**config.mk**
```make
export PLATFORM = sky130hd
export DESIGN_NAME = systolic_feeder
export DESIGN_NICKNAME = d
export VERILOG_FILES = /design/src/rtl/systolic_feeder_pkg.sv /design/src/rtl/feeder_skid_buf.sv /design/src/rtl/systolic_feeder.sv
export SDC_FILE = /design/constraint.sdc
export NUM_CORES = 1
export LEC_CHECK = 0
export ABC_AREA = 1
export BUFFER_PORTS_ARGS = -buffer_cell sky130_fd_sc_hd__buf_2
export CAP_MARGIN = 10
export CORE_MARGIN = 2
export CORE_UTILIZATION = 53
export DETAILED_ROUTE_END_ITERATION = 12
export PLACE_DENSITY = 0.81
export SLEW_MARGIN = 20
export SYNTH_ARGS = -nofsm -noshare
export SYNTH_HDL_FRONTEND = slang
export SYNTH_SLANG_ARGS = --single-unit
```
**constraint.sdc**
```tcl
create_clock -name clk -period 4.5 [get_ports clk]
set_input_delay 0.45 -clock clk [delete_from_list [all_inputs] [get_ports clk]]
set_output_delay 0.45 -clock clk [all_outputs]
set_load 0.01 [all_outputs]
```
**src/rtl/systolic_feeder_pkg.sv**
```systemverilog
// Shared definitions for the systolic array feeder.
// Holds the feeder FSM state encoding and the default geometry constants
// (array size, operand width, buffer address width) used as parameter defaults.
package systolic_feeder_pkg;

   localparam int unsigned DEF_ARRAY_SIZE = 4;
   localparam int unsigned DEF_DATA_WIDTH = 8;
   localparam int unsigned DEF_ADDR_WIDTH = 10;

   typedef enum logic [2:0] {
      StIdle,
      StWload,
      StStart,
      StStream,
      StWaitDone,
      StFinish
   } feeder_state_e;

endpackage

```
**src/rtl/feeder_skid_buf.sv**
```systemverilog
// Two-entry valid/ready buffer between the activation buffer read port and the array.
// Ports:
//   clk, rst            clock, synchronous active-high reset (empties the buffer)
//   in_valid, in_data   write side; a write while full is dropped (the feeder never does this)
//   out_valid, out_data read side, driven directly from the head register
//   out_ready           consumer accepts the head entry when high
//   count               current occupancy (0..2), used by the feeder to throttle reads
module feeder_skid_buf
   import systolic_feeder_pkg::*;
#(
   parameter int unsigned WIDTH = DEF_ARRAY_SIZE * DEF_DATA_WIDTH
) (
   input  logic             clk,
   input  logic             rst,
   input  logic             in_valid,
   input  logic [WIDTH-1:0] in_data,
   output logic             out_valid,
   output logic [WIDTH-1:0] out_data,
   input  logic             out_ready,
   output logic [1:0]       count
);

   logic [WIDTH-1:0] head_q;
   logic [WIDTH-1:0] tail_q;
   logic [1:0]       count_q;
   logic             push;
   logic             pop;

   assign pop  = (count_q != 2'd0) && out_ready;
   assign push = in_valid && (count_q != 2'd2);

   always_ff @(posedge clk) begin
      if (rst) begin
         head_q  <= '0;
         tail_q  <= '0;
         count_q <= 2'd0;
      end else begin
         case ({push, pop})
            2'b10: begin
               if (count_q == 2'd0) head_q <= in_data;
               else                 tail_q <= in_data;
               count_q <= count_q + 2'd1;
            end
            2'b01: begin
               head_q  <= tail_q;
               count_q <= count_q - 2'd1;
            end
            2'b11: begin
               // Simultaneous pop and push keeps occupancy; new data goes behind any survivor.
               if (count_q == 2'd1) begin
                  head_q <= in_data;
               end else begin
                  head_q <= tail_q;
                  tail_q <= in_data;
               end
            end
            default: ;
         endcase
      end
   end

   assign out_valid = (count_q != 2'd0);
   assign out_data  = head_q;
   assign count     = count_q;

endmodule

```
**src/rtl/systolic_feeder.sv**
```systemverilog
// Systolic array feeder: per command, loads ARRAY_SIZE weight columns from the weight
// buffer, pulses start (with clear_acc), streams M activation rows from the activation
// buffer through a 2-entry skid buffer, waits for array_done, then pulses done.
// Ports:
//   clk, rst                         clock, synchronous active-high reset (aborts command)
//   cmd_*                            command handshake and fields (latched on transfer)
//   wbuf_rd_* / abuf_rd_*            buffer read ports, data returns one cycle after rd_en
//   weight_load_en/col/data          weight column load into the array
//   start, clear_acc                 one-cycle compute start
//   act_valid/act_data/act_ready     activation row stream into the array
//   array_done, busy, done           completion handshake and status
//   stall_cycles                     backpressure cycle counter
// Optional feature: define FEEDER_PERF_CNT_EN to build the stall_cycles counter;
// otherwise stall_cycles is tied to zero.
module systolic_feeder
   import systolic_feeder_pkg::*;
#(
   parameter int unsigned ARRAY_SIZE = DEF_ARRAY_SIZE,
   parameter int unsigned DATA_WIDTH = DEF_DATA_WIDTH,
   parameter int unsigned ADDR_WIDTH = DEF_ADDR_WIDTH
) (
   input  logic                             clk,
   input  logic                             rst,
   input  logic                             cmd_valid,
   output logic                             cmd_ready,
   input  logic [ADDR_WIDTH-1:0]            cmd_w_base,
   input  logic [ADDR_WIDTH-1:0]            cmd_a_base,
   input  logic [15:0]                      cmd_m_rows,
   input  logic                             cmd_clear,
   output logic                             wbuf_rd_en,
   output logic [ADDR_WIDTH-1:0]            wbuf_rd_addr,
   input  logic [ARRAY_SIZE*DATA_WIDTH-1:0] wbuf_rd_data,
   output logic                             abuf_rd_en,
   output logic [ADDR_WIDTH-1:0]            abuf_rd_addr,
   input  logic [ARRAY_SIZE*DATA_WIDTH-1:0] abuf_rd_data,
   output logic                             weight_load_en,
   output logic [$clog2(ARRAY_SIZE)-1:0]    weight_load_col,
   output logic [ARRAY_SIZE*DATA_WIDTH-1:0] weight_load_data,
   output logic                             start,
   output logic                             clear_acc,
   output logic                             act_valid,
   output logic [ARRAY_SIZE*DATA_WIDTH-1:0] act_data,
   input  logic                             act_ready,
   input  logic                             array_done,
   output logic                             busy,
   output logic                             done,
   output logic [31:0]                      stall_cycles
);

   localparam int unsigned RowW = ARRAY_SIZE * DATA_WIDTH;
   localparam int unsigned CntW = $clog2(ARRAY_SIZE + 1);
   localparam int unsigned ColW = $clog2(ARRAY_SIZE);

   feeder_state_e         state_q;
   logic [ADDR_WIDTH-1:0] w_base_q;
   logic [ADDR_WIDTH-1:0] a_base_q;
   logic [15:0]           m_rows_q;
   logic                  clear_q;
   logic [CntW-1:0]       wcnt_q;     // WLOAD cycle index, 0..ARRAY_SIZE
   logic [15:0]           rd_cnt_q;   // activation rows read
   logic [15:0]           acc_cnt_q;  // activation rows accepted by the array
   logic                  inflight_q; // abuf read data arrives this cycle

   logic                  cmd_fire;
   logic                  pop;
   logic [1:0]            skid_count;
   logic [2:0]            occ;

   assign cmd_fire = (state_q == StIdle) && cmd_valid;
   assign pop      = act_valid && act_ready;

   // Occupancy once this cycle's pop and the returning read settle; counting the pop lets
   // a read issue every cycle while the array keeps accepting.
   assign occ = 3'(skid_count) + 3'(inflight_q) - 3'(pop);

   always_ff @(posedge clk) begin
      if (rst) begin
         state_q    <= StIdle;
         w_base_q   <= '0;
         a_base_q   <= '0;
         m_rows_q   <= '0;
         clear_q    <= 1'b0;
         wcnt_q     <= '0;
         rd_cnt_q   <= '0;
         acc_cnt_q  <= '0;
         inflight_q <= 1'b0;
      end else begin
         inflight_q <= abuf_rd_en;
         if (abuf_rd_en) rd_cnt_q <= rd_cnt_q + 16'd1;
         if (pop) acc_cnt_q <= acc_cnt_q + 16'd1;
         case (state_q)
            StIdle: begin
               if (cmd_valid) begin
                  w_base_q  <= cmd_w_base;
                  a_base_q  <= cmd_a_base;
                  m_rows_q  <= cmd_m_rows;
                  clear_q   <= cmd_clear;
                  wcnt_q    <= '0;
                  rd_cnt_q  <= '0;
                  acc_cnt_q <= '0;
                  state_q   <= (cmd_m_rows == 16'd0) ? StFinish : StWload;
               end
            end
            StWload: begin
               if (wcnt_q == CntW'(ARRAY_SIZE)) state_q <= StStart;
               else                             wcnt_q  <= wcnt_q + 1'b1;
            end
            StStart:    state_q <= StStream;
            StStream: begin
               if (pop && (acc_cnt_q == m_rows_q - 16'd1)) state_q <= StWaitDone;
            end
            StWaitDone: begin
               if (array_done) state_q <= StFinish;
            end
            StFinish:   state_q <= StIdle;
            default:    state_q <= StIdle;
         endcase
      end
   end

   // Outputs decode directly from state flops; weight data is the buffer's one-cycle-late
   // read data, valid in exactly the cycle its column is loaded.
   assign cmd_ready        = (state_q == StIdle);
   assign busy             = (state_q != StIdle);
   assign done             = (state_q == StFinish);
   assign start            = (state_q == StStart);
   assign clear_acc        = start && clear_q;

   assign wbuf_rd_en       = (state_q == StWload) && (wcnt_q < CntW'(ARRAY_SIZE));
   assign wbuf_rd_addr     = wbuf_rd_en ? (w_base_q + ADDR_WIDTH'(wcnt_q)) : '0;
   assign weight_load_en   = (state_q == StWload) && (wcnt_q != '0);
   assign weight_load_col  = weight_load_en ? ColW'(wcnt_q - 1'b1) : '0;
   assign weight_load_data = weight_load_en ? wbuf_rd_data : '0;

   assign abuf_rd_en       = (state_q == StStream) && (rd_cnt_q < m_rows_q) && (occ < 3'd2);
   assign abuf_rd_addr     = abuf_rd_en ? (a_base_q + ADDR_WIDTH'(rd_cnt_q)) : '0;

   feeder_skid_buf #(
      .WIDTH(RowW)
   ) u_skid (
      .clk      (clk),
      .rst      (rst),
      .in_valid (inflight_q),
      .in_data  (abuf_rd_data),
      .out_valid(act_valid),
      .out_data (act_data),
      .out_ready(act_ready),
      .count    (skid_count)
   );

`ifdef FEEDER_PERF_CNT_EN
   logic [31:0] stall_q;

   always_ff @(posedge clk) begin
      if (rst) begin
         stall_q <= '0;
      end else if (cmd_fire) begin
         stall_q <= '0;
      end else if (act_valid && !act_ready && (stall_q != '1)) begin
         stall_q <= stall_q + 32'd1;
      end
   end

   assign stall_cycles = stall_q;
`else
   logic unused_cmd_fire;
   assign unused_cmd_fire = cmd_fire;
   assign stall_cycles    = '0;
`endif

endmodule
```
After elaboration in Yosys (flattened, before gate mapping)
Cells that the tools add are included.
{"block": "classes", "reduce_logical": 23, "n_addsub": 11, "order_cmp": 3, "div": 0, "n_eq_ne": 20, "n_shift": 0, "bitwise_logic": 0, "multipliers": 0, "n_mux": 26}
{"op": "$mux 32", "count": 5}
{"op": "$mux 16", "count": 6}
{"op": "$pmux 32 s3", "count": 1}
{"op": "$pmux 32 s2", "count": 1}
{"op": "$add 16x1->16 const B", "count": 2}
{"op": "$mux 3", "count": 7}
{"op": "$mux 10", "count": 2}
{"op": "$eq 16x16->1", "count": 1}
{"op": "$logic_not 16->1", "count": 1}
{"op": "$lt 16x16->1", "count": 1}
{"op": "$ne 2x2->1 const B", "count": 8}
{"op": "$sub 16x1->16 const B", "count": 1}
{"op": "$pmux 3 s5", "count": 1}
{"op": "$add 10x10->10", "count": 1}
{"op": "$add 10x3->10", "count": 1}
{"op": "$eq 3x3->1 const B", "count": 3}
{"op": "$reduce_bool 3->1", "count": 3}
{"op": "$logic_and 1x1->1", "count": 8}
{"op": "$reduce_bool 2->1", "count": 4}
{"op": "$eq 3x2->1 const B", "count": 2}
{"op": "$pmux 3 s2", "count": 1}
{"op": "$reduce_and 3->1", "count": 2}
{"op": "$eq 2x1->1 const B", "count": 2}
{"op": "$eq 2x2->1 const B", "count": 2}
{"op": "15 further kinds", "count": 17}
{"block": "totals", "mem_bits_rw": 0, "mem_count": 0, "ff_bits": 142, "romBits": 0, "latch_bits": 0, "out_inout_bits": 127, "input_bits": 106, "word_cells": 95}

Logic depth before layout (Yosys ltp)
{"block": "logic_depth", "ltp_word": 8, "depth_mapped": 17, "mapped_depth_nobuf": 16}

Cells and area by module
Synthesis repeated with hierarchy kept, for this count alone.
{"block": "hier_totals", "hier_cells": 1493, "hier_area_um2": 9310.2}
{"module": "systolic_feeder", "cells_per_inst": 841, "seq_area_each_um2": 1521.5, "n_inst": 1, "area_each_um2": 5509.0}
{"module": "feeder_skid_buf", "cells_per_inst": 652, "seq_area_each_um2": 1321.3, "n_inst": 1, "area_each_um2": 3801.1}

Worst setup path before layout
No wires, ideal clock.
{"block": "synth_path", "path_kind": "reg-to-output", "startpoint": "register u_skid.count_q[1], in the netlist u_skid.count[1]", "endpoint": "output abuf_rd_addr[7]", "path_stages_with_launch": 15, "required_ns": 4.050, "path_slack_ns": 0.775, "arrival_time_ns": 3.275, "path_buffers": 2, "path_cell_list": "dfxtp_1 > inv_1 > ha_1 > nor2_4 > clkbuf_1 > ha_1 > or2_2 > fa_1 > nand4_1 > a211oi_1 > nand2_1 > inv_2 > buf_4 > o21ai_0 > a21oi_1"}
{"block": "synth_via", "elab_chain_cells": 6, "word_cells_on_any_way": 7, "cone_classes": "add/sub: 2; order compare: 1; mux: 1; reduce/logical: 3"}
{"element": "start: declaration", "line_no": "feeder_skid_buf.sv:25", "text": "logic [1:0] count_q;"}
{"element": "start signal: assignment", "line_no": "feeder_skid_buf.sv:42", "text": "count_q <= count_q + 2'd1;"}
{"element": "start signal: assignment", "line_no": "feeder_skid_buf.sv:46", "text": "count_q <= count_q - 2'd1;"}
{"element": "branches (longest 2 deep; another with $add 2x1->3)"}
{"element": "$sub 3x1->3 (*)", "line_no": "systolic_feeder.sv:74", "text": "assign occ = 3'(skid_count) + 3'(inflight_q) - 3'(pop);"}
{"element": "$lt 3x2->1 (*)", "line_no": "systolic_feeder.sv:135", "text": "assign abuf_rd_en = (state_q == StStream) && (rd_cnt_q < m_rows_q) && (occ < 3'd2);"}
{"element": "$logic_and 1x1->1 (*)", "line_no": "systolic_feeder.sv:135"}
{"element": "via abuf_rd_en", "line_no": "systolic_feeder.sv:33", "text": "output logic abuf_rd_en,"}
{"element": "$mux 10 (*)", "line_no": "systolic_feeder.sv:136", "text": "assign abuf_rd_addr = abuf_rd_en ? (a_base_q + ADDR_WIDTH'(rd_cnt_q)) : '0;"}
{"element": "end: declaration", "line_no": "systolic_feeder.sv:34", "text": "output logic [ADDR_WIDTH-1:0] abuf_rd_addr,"}
Mark *: on every way through the listed nets, which the timed path passes.

Worst setup path in the final report
{"block": "layout_path", "startpoint": "register u_skid.count_q[1], in the netlist u_skid.count[1]", "endpoint": "output abuf_rd_addr[2]"}
{"block": "layout_via", "elab_chain_cells": 6, "word_cells_on_any_way": 7, "cone_classes": "add/sub: 2; order compare: 1; mux: 1; reduce/logical: 3"}
{"element": "branches (longest 2 deep; another with $add 2x1->3)"}
{"element": "$sub 3x1->3 (*)", "line_no": "systolic_feeder.sv:74"}
{"element": "$lt 3x2->1 (*)", "line_no": "systolic_feeder.sv:135"}
{"element": "$logic_and 1x1->1 (*)", "line_no": "systolic_feeder.sv:135"}
{"element": "$mux 10 (*)", "line_no": "systolic_feeder.sv:136"}
Every way passes the cells marked *.

==> impl_metrics.json <==
{
  "status": "finished clean",
  "critPathTopFamily": "adder cells",
  "cts-buffers-inserted": 17,
  "crit_slowest_cell": "fa_1",
  "wl_per_cell_um": 13.04,
  "worstReg2RegStart": "u_skid.count[1]",
  "vias": 8330,
  "ys_warn_count": 0,
  "synthArstFlopShare": 0,
  "grt_pass1_wl_mm": 34.09,
  "boundaryPins": 233,
  "synth_area_leader_cell": "dfxtp_1",
  "grt_pass1_vias": 7460,
  "clock_path_buffers": 2,
  "swShare": 0.3455,
  "ctsResizeCount": 0,
  "clockPowerShare": 0.363,
  "finalSetupViolCount": 0,
  "reg2reg_depth": 11,
  "cp-end-kind": "output port",
  "numPortBuffers": 200,
  "syn-cell-area_mm2": 0.008229,
  "period_share": 0.8929,
  "finalSetupTns_ns": 0,
  "met1_usage": 0.3200,
  "min_path_cells": 3,
  "clk_pin_slew_ns": 0.07,
  "synth_area_leaders": "dfxtp_1 (35%), inv_1 (9.0%), nand2_1 (8.7%)",
  "cp.depth": 14,
  "start_util": 0.5413,
  "cp-start-kind": "flop",
  "ys_types": 41,
  "cellPowerDensity_mw_per_mm2": 403.3,
  "gr-usage-met2": 0.4287,
  "slew_headroom": 0.4488,
  "worstSetupPathType": "flop to output port",
  "rr_endpoint": "u_skid.tail_q[10]",
  "firstDrtPassIters": 5,
  "min_path_type": "input port to flop",
  "die_h_um": 128.6,
  "worstHoldStart": "abuf_rd_data[14]",
  "htreeDepth": 4,
  "busiest_layer": "met2",
  "fmax_mhz": 248.9,
  "final_antenna_net_count": 0,
  "synth_edf_count": 0,
  "required_ns": 4.05,
  "synthCells": 1218,
  "grt-ovfl-total": 0,
  "cts_tree": "built",
  "fin_crit_ns": 4.018,
  "grt_max_degree": 92,
  "power_frac_comb": 0.263,
  "p_leak_uw": 0.005034,
  "gp_congestion": 0.8781,
  "peakVddDrop_uv": 311.5,
  "cts-root-buf": "clkbuf_16",
  "grtUsageTotal": 0.2532,
  "cp_max_fo": 22,
  "first_iter_violations": 473,
  "internal-power_uw": 2597,
  "clock_latency_ns": 0.43,
  "post-place-ws_ns": 0.9463,
  "synth.avg_cell_area_um2": 6.756,
  "finalClockSkew_ns": 0.01202,
  "p_sw_uw": 1371,
  "rsz0062_at_grt": "false",
  "cap_violations": 0,
  "dieWidth_um": 128.6,
  "seqPwrFrac": 0.374,
  "arrival_ns": 3.57,
  "max_stage_delay_ns": 0.49,
  "grtUsageMet3": 0.04782,
  "synthFlopType": "dfxtp_1",
  "crit_buf_inv": 4,
  "seq_area_frac_synth": 0.3454,
  "drt-total-wl_mm": 20.87,
  "cp_common_cell": "ha_1",
  "viasPerCell": 5.206,
  "post-dp-hpwl_mm": 14.87,
  "drive_gt1_frac": 0.1867,
  "die_area_mm2": 0.01654,
  "cts.sinks": 142,
  "synth_largest_type_area_fraction": 0.3454,
  "num_rows": 45,
  "drv_slew": 0,
  "setup_ws_ns": 0.4819,
  "cts_setup_buffers": 0,
  "worst_pin_slew_ns": 0.8268,
  "core_mm2": 0.01520,
  "fin_nets": 1544,
  "syn_to_final_growth_pct": 19.54,
  "hold_violations": 0,
  "hold_end": "u_skid.tail_q[14]",
  "route.detailed.drc": 0,
  "cts-hold-fix-buffers": 0,
  "crit_chain": "inv_1, ha_1, nor2_4, ha_1, or2_2, fa_1, nand4_1, a211oi_1, nand2_1, buf_4, inv_2, o21ai_0, a21oi_1, buf_2",
  "ys_seq_elements": 142,
  "r2r_slack_ns": 1.24,
  "antenna_found_initial": 3
}
[cells by family after synthesis]
family / synth area share
and+or+nand+nor: 0.2521
DFF: 0.3454
buffers and inverters: 0.1464
AOI/OAI and AO/OA: 0.1666
xor gates and xnor gates: 0.02235
adders and majority gates: 0.06660
other: 0.0004557
[Yosys cell counts (2+ instances only)]
cell type	instances
a31oi_1	3
o21a_1	3
nor4_1	4
dfxtp_1	142
inv_2	4
o211ai_1	3
nor3_1	17
nor2_1	164
nor2_4	2
o221ai_1	32
buf_2	6
nand3b_1	6
fa_1	3
o21ai_0	80
buf_1	2
ha_1	39
a21oi_1	112
inv_1	197
nor3b_1	2
clkinv_1	2
a211oi_1	4
nand3_1	78
or2_2	2
nand2_1	191
nand4_1	9
xnor2_1	3
clkbuf_1	40
buf_4	34
nor2_2	3
nor3_2	3
xor2_1	18
[cell usage in the layout (no fill, tap or decap), drive strengths merged, types with 21 or more instances in the layout]
cell type	synthesis	layout
ha	39	39
buf	42	210
a21oi	112	112
nor2	169	169
nand3	78	78
inv	201	211
o221ai	32	32
dfxtp	142	142
nand2	191	191
conb	1	32
o21ai	82	82
nor3	21	21
[sequential cells by signal, indices dropped and copies added, names as in the netlist]
| register | cells |
|---|---|
| clear_q | 1 |
| state_q | 3 |
| u_skid.out_data | 32 |
| a_base_q | 10 |
| acc_cnt_q | 16 |
| m_rows_q | 16 |
| u_skid.count | 2 |
| inflight_q | 1 |
| u_skid.tail_q | 32 |
| rd_cnt_q | 16 |
| w_base_q | 10 |
| wcnt_q | 3 |
[layout make-up]
class,instances,area [um2]
Clock buffer,17,425.4
Clock inverter,15,172.7
Fill cell,1396,5365
Antenna cell,3,7.507
Sequential cell,142,2843
Tap cell,188,235.2
Inverter,203,762.0
Timing Repair Buffer,210,1076
Multi-Input combinational cell,822,4315
[worst min-delay path, stage by stage]
cell     delay [ns]
buf_2          0.07
inv_1          0.04
a21oi_1        0.10
[power groups by stage]
stage	Sequential, uW	Clock [uW]	Combinational, uW
finish	1480	1440	1040
global route	1500	1520	1180
CTS	1480	1460	1040
detailed placement	1510	0	1040
global placement	1510	0	1010
floorplan	1520	0	699
[stage by stage]
stage / area (um2) / std cells / hold WS (ns) / total power [uW] / util
6_report: 9837 / 1600 / 0.2707 / 3968 / 0.6471
3_3_place_gp: 9231 / 1565 / 0.4440 / 2515 / 0.6072
5_1_grt: 9837 / 1600 / 0.2848 / 4198 / 0.6471
2_1_floorplan: 8346 / 1249 / 0.4300 / 2223 / -
3_5_place_dp: 9231 / 1565 / 0.4474 / 2544 / 0.6072
4_1_cts: 9829 / 1597 / 0.2616 / 3988 / 0.6466
[worst max path at each step]
stage / startpoint / end
after global placement: u_skid.count[1] / abuf_rd_addr[5]
after detailed placement: u_skid.count[1] / abuf_rd_addr[3]
after global routing: u_skid.count[1] / abuf_rd_addr[7]
after CTS: u_skid.count[1] / abuf_rd_addr[3]
final: u_skid.count[1] / abuf_rd_addr[2]
after floorplan: u_skid.count[1] / abuf_rd_addr[7]
[layer usage]
layer | vias to the layer above | part of all wire
li1 | 4219 | -
met1 | 3827 | 0.44
met2 | 251 | 0.48
met3 | 33 | 0.055
met4 | 0 | 0.023
met5 | - | 0
Note: power is estimated with default switching activity, not from simulation.
